===== src/rtl/prog_fsm_pkg.sv =====
// Shared constants for the table-driven FSM engine: default widths,
// entry layout and output-mode encodings.
package prog_fsm_pkg;

   // Default widths (match the original fixed 3-bit-state / 2-bit-input machines)
   localparam int DEF_IN_W    = 2;
   localparam int DEF_ST_W    = 3;
   localparam int DEF_OUT_W   = 3;
   localparam int DEF_DWELL_W = 4;

   // Entry layout is {next[ST_W], out[OUT_W]}: out sits at bit 0 and next
   // starts right above it, so the next-field offset is OUT_W.
   localparam int ENT_OUT_LSB = 0;

   // Output mode encodings for the MEALY parameter
   localparam int MODE_MOORE = 0;
   localparam int MODE_MEALY = 1;

   // Bit offset of the next-state field for a given output width
   function automatic int ent_next_lsb(input int out_w);
      return ENT_OUT_LSB + out_w;
   endfunction

endpackage


===== src/rtl/prog_fsm_table.sv =====
// Transition table: storage array plus per-entry valid bits. Asynchronous
// read, synchronous write, bulk invalidate. Reset only clears valid bits.
module prog_fsm_table
   import prog_fsm_pkg::*;
#(
   parameter int ST_W  = DEF_ST_W,
   parameter int IN_W  = DEF_IN_W,
   parameter int OUT_W = DEF_OUT_W
) (
   input  logic                 clk,
   input  logic                 reset,
   input  logic                 we_i,
   input  logic [ST_W+IN_W-1:0] waddr_i,
   input  logic [ST_W-1:0]      wnext_i,
   input  logic [OUT_W-1:0]     wout_i,
   input  logic                 clr_i,
   input  logic [ST_W+IN_W-1:0] raddr_i,
   output logic [ST_W-1:0]      rnext_o,
   output logic [OUT_W-1:0]     rout_o,
   output logic                 rvalid_o
);

   localparam int AW       = ST_W + IN_W;
   localparam int DEPTH    = 1 << AW;
   localparam int ENT_W    = ST_W + OUT_W;
   localparam int NEXT_LSB = ent_next_lsb(OUT_W);

   logic [ENT_W-1:0] mem_q [DEPTH];
   logic [DEPTH-1:0] valid_q, valid_d;
   logic [ENT_W-1:0] rent;

   // Entry data: plain storage, deliberately left untouched by reset
   always_ff @(posedge clk) begin
      if (we_i) mem_q[waddr_i] <= {wnext_i, wout_i};
   end

   // Valid-bit next state: clear first so a same-edge write survives it
   always_comb begin
      valid_d = valid_q;
      if (clr_i) valid_d = '0;
      if (we_i)  valid_d[waddr_i] = 1'b1;
   end

   // Valid-bit register, invalidated on reset
   always_ff @(posedge clk or negedge reset) begin
      if (!reset) valid_q <= '0;
      else        valid_q <= valid_d;
   end

   // Asynchronous read sees pre-edge contents, giving read-before-write
   assign rent     = mem_q[raddr_i];
   assign rnext_o  = rent[NEXT_LSB +: ST_W];
   assign rout_o   = rent[ENT_OUT_LSB +: OUT_W];
   assign rvalid_o = valid_q[raddr_i];

endmodule


===== src/rtl/prog_fsm.sv =====
// Runtime-programmable FSM engine: state, sticky error, dwell counter and
// Moore/Mealy output around a writable transition table.
module prog_fsm
   import prog_fsm_pkg::*;
#(
   parameter int IN_W        = DEF_IN_W,
   parameter int ST_W        = DEF_ST_W,
   parameter int OUT_W       = DEF_OUT_W,
   parameter int RESET_STATE = 0,
   parameter int MEALY       = MODE_MOORE,
   parameter int DWELL_W     = DEF_DWELL_W
) (
   input  logic                 clk,
   input  logic                 reset,
   input  logic                 en,
   input  logic [IN_W-1:0]      a,
   output logic [OUT_W-1:0]     saida,
   output logic [ST_W-1:0]      estado,
   input  logic                 cfg_we,
   input  logic [ST_W+IN_W-1:0] cfg_addr,
   input  logic [ST_W-1:0]      cfg_next,
   input  logic [OUT_W-1:0]     cfg_out,
   input  logic                 cfg_clr,
   output logic                 err,
   input  logic                 err_clr,
   output logic [DWELL_W-1:0]   dwell
);

   localparam logic [ST_W-1:0]    RST_ST    = ST_W'(RESET_STATE);
   localparam logic [DWELL_W-1:0] DWELL_MAX = '1;

   logic [ST_W-1:0]      state_q, state_d;
   logic                 err_q, err_d;
   logic [DWELL_W-1:0]   dwell_q, dwell_d;
   logic [ST_W+IN_W-1:0] idx;
   logic [ST_W-1:0]      rd_next;
   logic [OUT_W-1:0]     rd_out;
   logic                 rd_valid;
   logic                 step_ok, step_bad;

   assign idx      = {state_q, a};
   assign step_ok  = en &  rd_valid;
   assign step_bad = en & ~rd_valid;

   prog_fsm_table #(
      .ST_W (ST_W),
      .IN_W (IN_W),
      .OUT_W(OUT_W)
   ) u_table (
      .clk     (clk),
      .reset   (reset),
      .we_i    (cfg_we),
      .waddr_i (cfg_addr),
      .wnext_i (cfg_next),
      .wout_i  (cfg_out),
      .clr_i   (cfg_clr),
      .raddr_i (idx),
      .rnext_o (rd_next),
      .rout_o  (rd_out),
      .rvalid_o(rd_valid)
   );

   // Next state, sticky error (set beats clear) and saturating dwell count
   always_comb begin
      state_d = state_q;
      err_d   = err_q;
      dwell_d = dwell_q;
      if (err_clr) err_d = 1'b0;
      if (step_ok) begin
         state_d = rd_next;
         if (rd_next == state_q)
            dwell_d = (dwell_q == DWELL_MAX) ? dwell_q : dwell_q + DWELL_W'(1);
         else
            dwell_d = '0;
      end else if (step_bad) begin
         state_d = RST_ST;
         err_d   = 1'b1;
         dwell_d = '0;
      end
   end

   // Sequencer registers
   always_ff @(posedge clk or negedge reset) begin
      if (!reset) begin
         state_q <= RST_ST;
         err_q   <= 1'b0;
         dwell_q <= '0;
      end else begin
         state_q <= state_d;
         err_q   <= err_d;
         dwell_q <= dwell_d;
      end
   end

   generate
      if (MEALY == MODE_MEALY) begin : g_mealy
         // Combinational output follows a and estado, regardless of en
         always_comb begin
            saida = '0;
            if (rd_valid) saida = rd_out;
         end
      end else begin : g_moore
         logic [OUT_W-1:0] out_q, out_d;

         // Moore output loads with the state: entry out on valid, 0 on invalid
         always_comb begin
            out_d = out_q;
            if (step_ok)       out_d = rd_out;
            else if (step_bad) out_d = '0;
         end

         // Moore output register
         always_ff @(posedge clk or negedge reset) begin
            if (!reset) out_q <= '0;
            else        out_q <= out_d;
         end

         assign saida = out_q;
      end
   endgenerate

   assign estado = state_q;
   assign err    = err_q;
   assign dwell  = dwell_q;

endmodule


===== config.mk =====
export PLATFORM = sky130hd
export DESIGN_NAME = prog_fsm
export DESIGN_NICKNAME = d
export VERILOG_FILES = /design/src/rtl/prog_fsm_pkg.sv /design/src/rtl/prog_fsm_table.sv /design/src/rtl/prog_fsm.sv
export SDC_FILE = /design/constraint.sdc
export NUM_CORES = 1
export LEC_CHECK = 0
export CORE_UTILIZATION = 45
export DETAILED_ROUTE_END_ITERATION = 12
export GPL_ROUTABILITY_DRIVEN = 0
export SLEW_MARGIN = 0
export SYNTH_ARGS = -nofsm -noshare
export SYNTH_HDL_FRONTEND = slang
export SYNTH_SLANG_ARGS = --single-unit

===== constraint.sdc =====
create_clock -name clk -period 7.2 [get_ports clk]
set_input_delay 1.8 -clock clk [delete_from_list [all_inputs] [get_ports clk]]
set_output_delay 1.8 -clock clk [all_outputs]
set_load 0.005 [all_outputs]

==> metrics <==
die height between 100 and 150 um; clk_skew 9.23 ps; antenna violations before repair 0; Post-DRT Antenna Nets 0; Total Wirelength between 20000 and 25000 um; Pre-antenna DRT Iters 5; WL/cell between 20 and 25 um; commonest cells after routing, fill and taps aside 192 x edfxtp_1, 42 x dfrtp_1, 40 x inv_1; hold buffers post-CTS 0; CORE AREA roughly 21000 um2; required time of the critical path around 7600 ps; Die Area 21800 um2; type of origin of the critical path primary input; flop and latch count out of synthesis ~240; fin area 10900 um2; relative slew slack ~20%; CTS Buf Count 24; Reg area 6840 um2; Max Cap Viol 0; NumNets Final approximately 600; Data arrival, critical path approximately 4800 ps; status finished clean; hold crit path type register to register; Post-DP HPWL roughly 14000 um; most used cell, CP buf_4; final hold vios 0; Antenna diodes 0; CTS tree done; # fillers between 1500 and 2000; Finished Layout Cells slightly below 900; CTS Sinks roughly 240; cts repair resizes 0; Clock Tree Root clkbuf_16; R2R Path End dwell[1]$_DFFE_PN0P_; Crit Path Class primary input to register; Global Route Usage Sum between 20% and 30%; Rows 52; worst-skew pair later-pin latency slightly above 500 ps; Reg2Reg Depth 9; flop2flop setup slack ~4100 ps; Synth Flop Type edfxtp_1; # DRC 0; Synth Instances approximately 560; Iteration-0 DRC Markers between 400 and 500; Async S/R FF share, synth 18.3%; RSZ-0062 raised after global routing no; post-synthesis sequential area ratio between 70% and 80%; vias per cell 5.87; Critical path buffers and inverters 3; vias approximately 5100; Pwr Density 307 nW/um2; Syn Area/Cell around 17 um2; CP peak stage delay approximately 700 ps; R2R Path Start estado[0]$_DFFE_PN0P_; Max VDD drop 254 uV; CP endpoint kind register; final setup vio count 0; Synth Net Count approximately 580; # placed instances between 800 and 900; Worst-Margin Slew between 1000 and 1500 ps; worst-path cell chain buf_2, buf_4, buf_4, mux4_1, a22oi_1, nand3_1, a2111oi_4, o21ai_1, a21oi_1; area of the mapped netlist between 9000 and 10000 um2; min cycle time layout between 4000 and 5000 ps; Netlist cell types 46; fmax 230 MHz; post-route setup TNS 0 ps; Ports 30; overall die width around 150 um; area delta synth->final 13.8%; Hold Path Stages 1; Initial Utilization 46.5%; EDFF count, synth about 190; Hold EP saida[2]$_DFFE_PN0P_; crit share post-route approximately 60%; first-pass GRT wire length ~33000 um; clk buf depth 3; Top Family by Delay on Critical Path buffers and inverters; Max FO, Critical Path 33; synth warn 0; dpl cell area approximately 10000 um2; commonest non-fill, non-tap cell in the layout edfxtp_1; CTS H-tree depth 1; slowest CP cell buf_2; worst hold start saida[2]$_DFFE_PN0P_; gr ovfl total 0; number of global-route vias before repair between 5000 and 6000; largest net degree at the start of global routing 44; Multi-input gate area around 2400 um2; Reg clk slew, reported paths about 60 ps; Port-buffer cells 29; Slew Viols, Final 0; layout cell share with drive strength beyond 1 around 15%; Pleak about 3.6 nW; Post-CTS Setup Inserts 0
## power breakdown
| group | internal [mW] | leakage, nW | total, mW | switching, mW |
|---|---|---|---|---|
| clock | 0.809 | 0.421 | 1.31 | 0.497 |
| combinational | 0.202 | 0.911 | 0.467 | 0.265 |
| sequential | 1.51 | 2.32 | 1.57 | 0.0631 |
| total | 2.52 | 3.65 | 3.34 | 0.825 |
## metal layers
metal	up-vias	routed length (um)	track usage [%]
met5	-	0	0
met4	0	561	6.55
met3	33	1240	3.18
met2	168	9900	31.5
met1	2654	9370	29.8
li1	2241	-	-
## cell usage after synthesis (6+ instances only)
library cell,n,area share (%)
edfxtp_1,192,60
a221oi_1,10,0.92
inv_1,40,1.6
nand3b_1,6,0.47
nand2_1,17,0.67
dfrtp_1,43,11
clkbuf_1,18,0.71
mux4_2,38,8.9
nor2_1,35,1.4
buf_2,7,0.37
o22ai_1,35,2.3
mux2i_1,33,3.5
mux4_1,6,1.6
a22oi_1,6,0.47
a21oi_1,8,0.42
## sequential cells by signal (all words and copies together), names as in the netlist
register	count
estado	3
u_table.mem_q	192
saida	3
err	1
dwell	4
u_table.valid_q	32
## cell families (layout without fill, tap and decap cells)
family | count (synthesis) | in the layout | share of synthesized area [%]
and+or+nand+nor | 81 | 81 | 4.04
adders and majority gates | 1 | 1 | 0.131
muxes | 78 | 78 | 14.2
AOI/OAI and AO/OA | 87 | 87 | 6.66
buffers and inverters | 75 | 116 | 3.47
DFF | 235 | 235 | 71.5
## area by class of cell
cell class              instances  share of cell area (%)
flip-flops and latches        235                    62.9
repair buffers                 33                    2.80
multi-input cells             247                    22.0
inverters                      40                    1.38
clock inverters                 8                   0.839
well taps                     270                    3.10
clock buffers                  35                    7.05
## per-stage QoR
| stage | util, % | hold slack [ps] | power [mW] | setup WS [ps] |
|---|---|---|---|---|
| floorplan | - | 478 | 1.89 | 3430 |
| global placement | 48.8 | 475 | 2.06 | 2320 |
| detailed placement | 48.8 | 483 | 2.07 | 2280 |
| CTS | 52.9 | 499 | 3.36 | 2820 |
| global route | 52.9 | 518 | 3.45 | 2670 |
| finish | 52.9 | 497 | 3.34 | 2850 |
## how the worst max path moves through the flow
stage / from / cells after the start / endpoint / slack [ps]
finish: a[1] / 9 / dwell[2]$_DFFE_PN0P_ / 2850
global route: a[1] / 10 / dwell[2]$_DFFE_PN0P_ / 2670
CTS: a[0] / 9 / dwell[1]$_DFFE_PN0P_ / 2820
detailed placement: a[0] / 9 / dwell[1]$_DFFE_PN0P_ / 2280
global placement: a[0] / 9 / dwell[1]$_DFFE_PN0P_ / 2320
floorplan: a[1] / 7 / saida[0]$_DFFE_PN0P_ / 3430
Power figures use the tool's default switching activity.
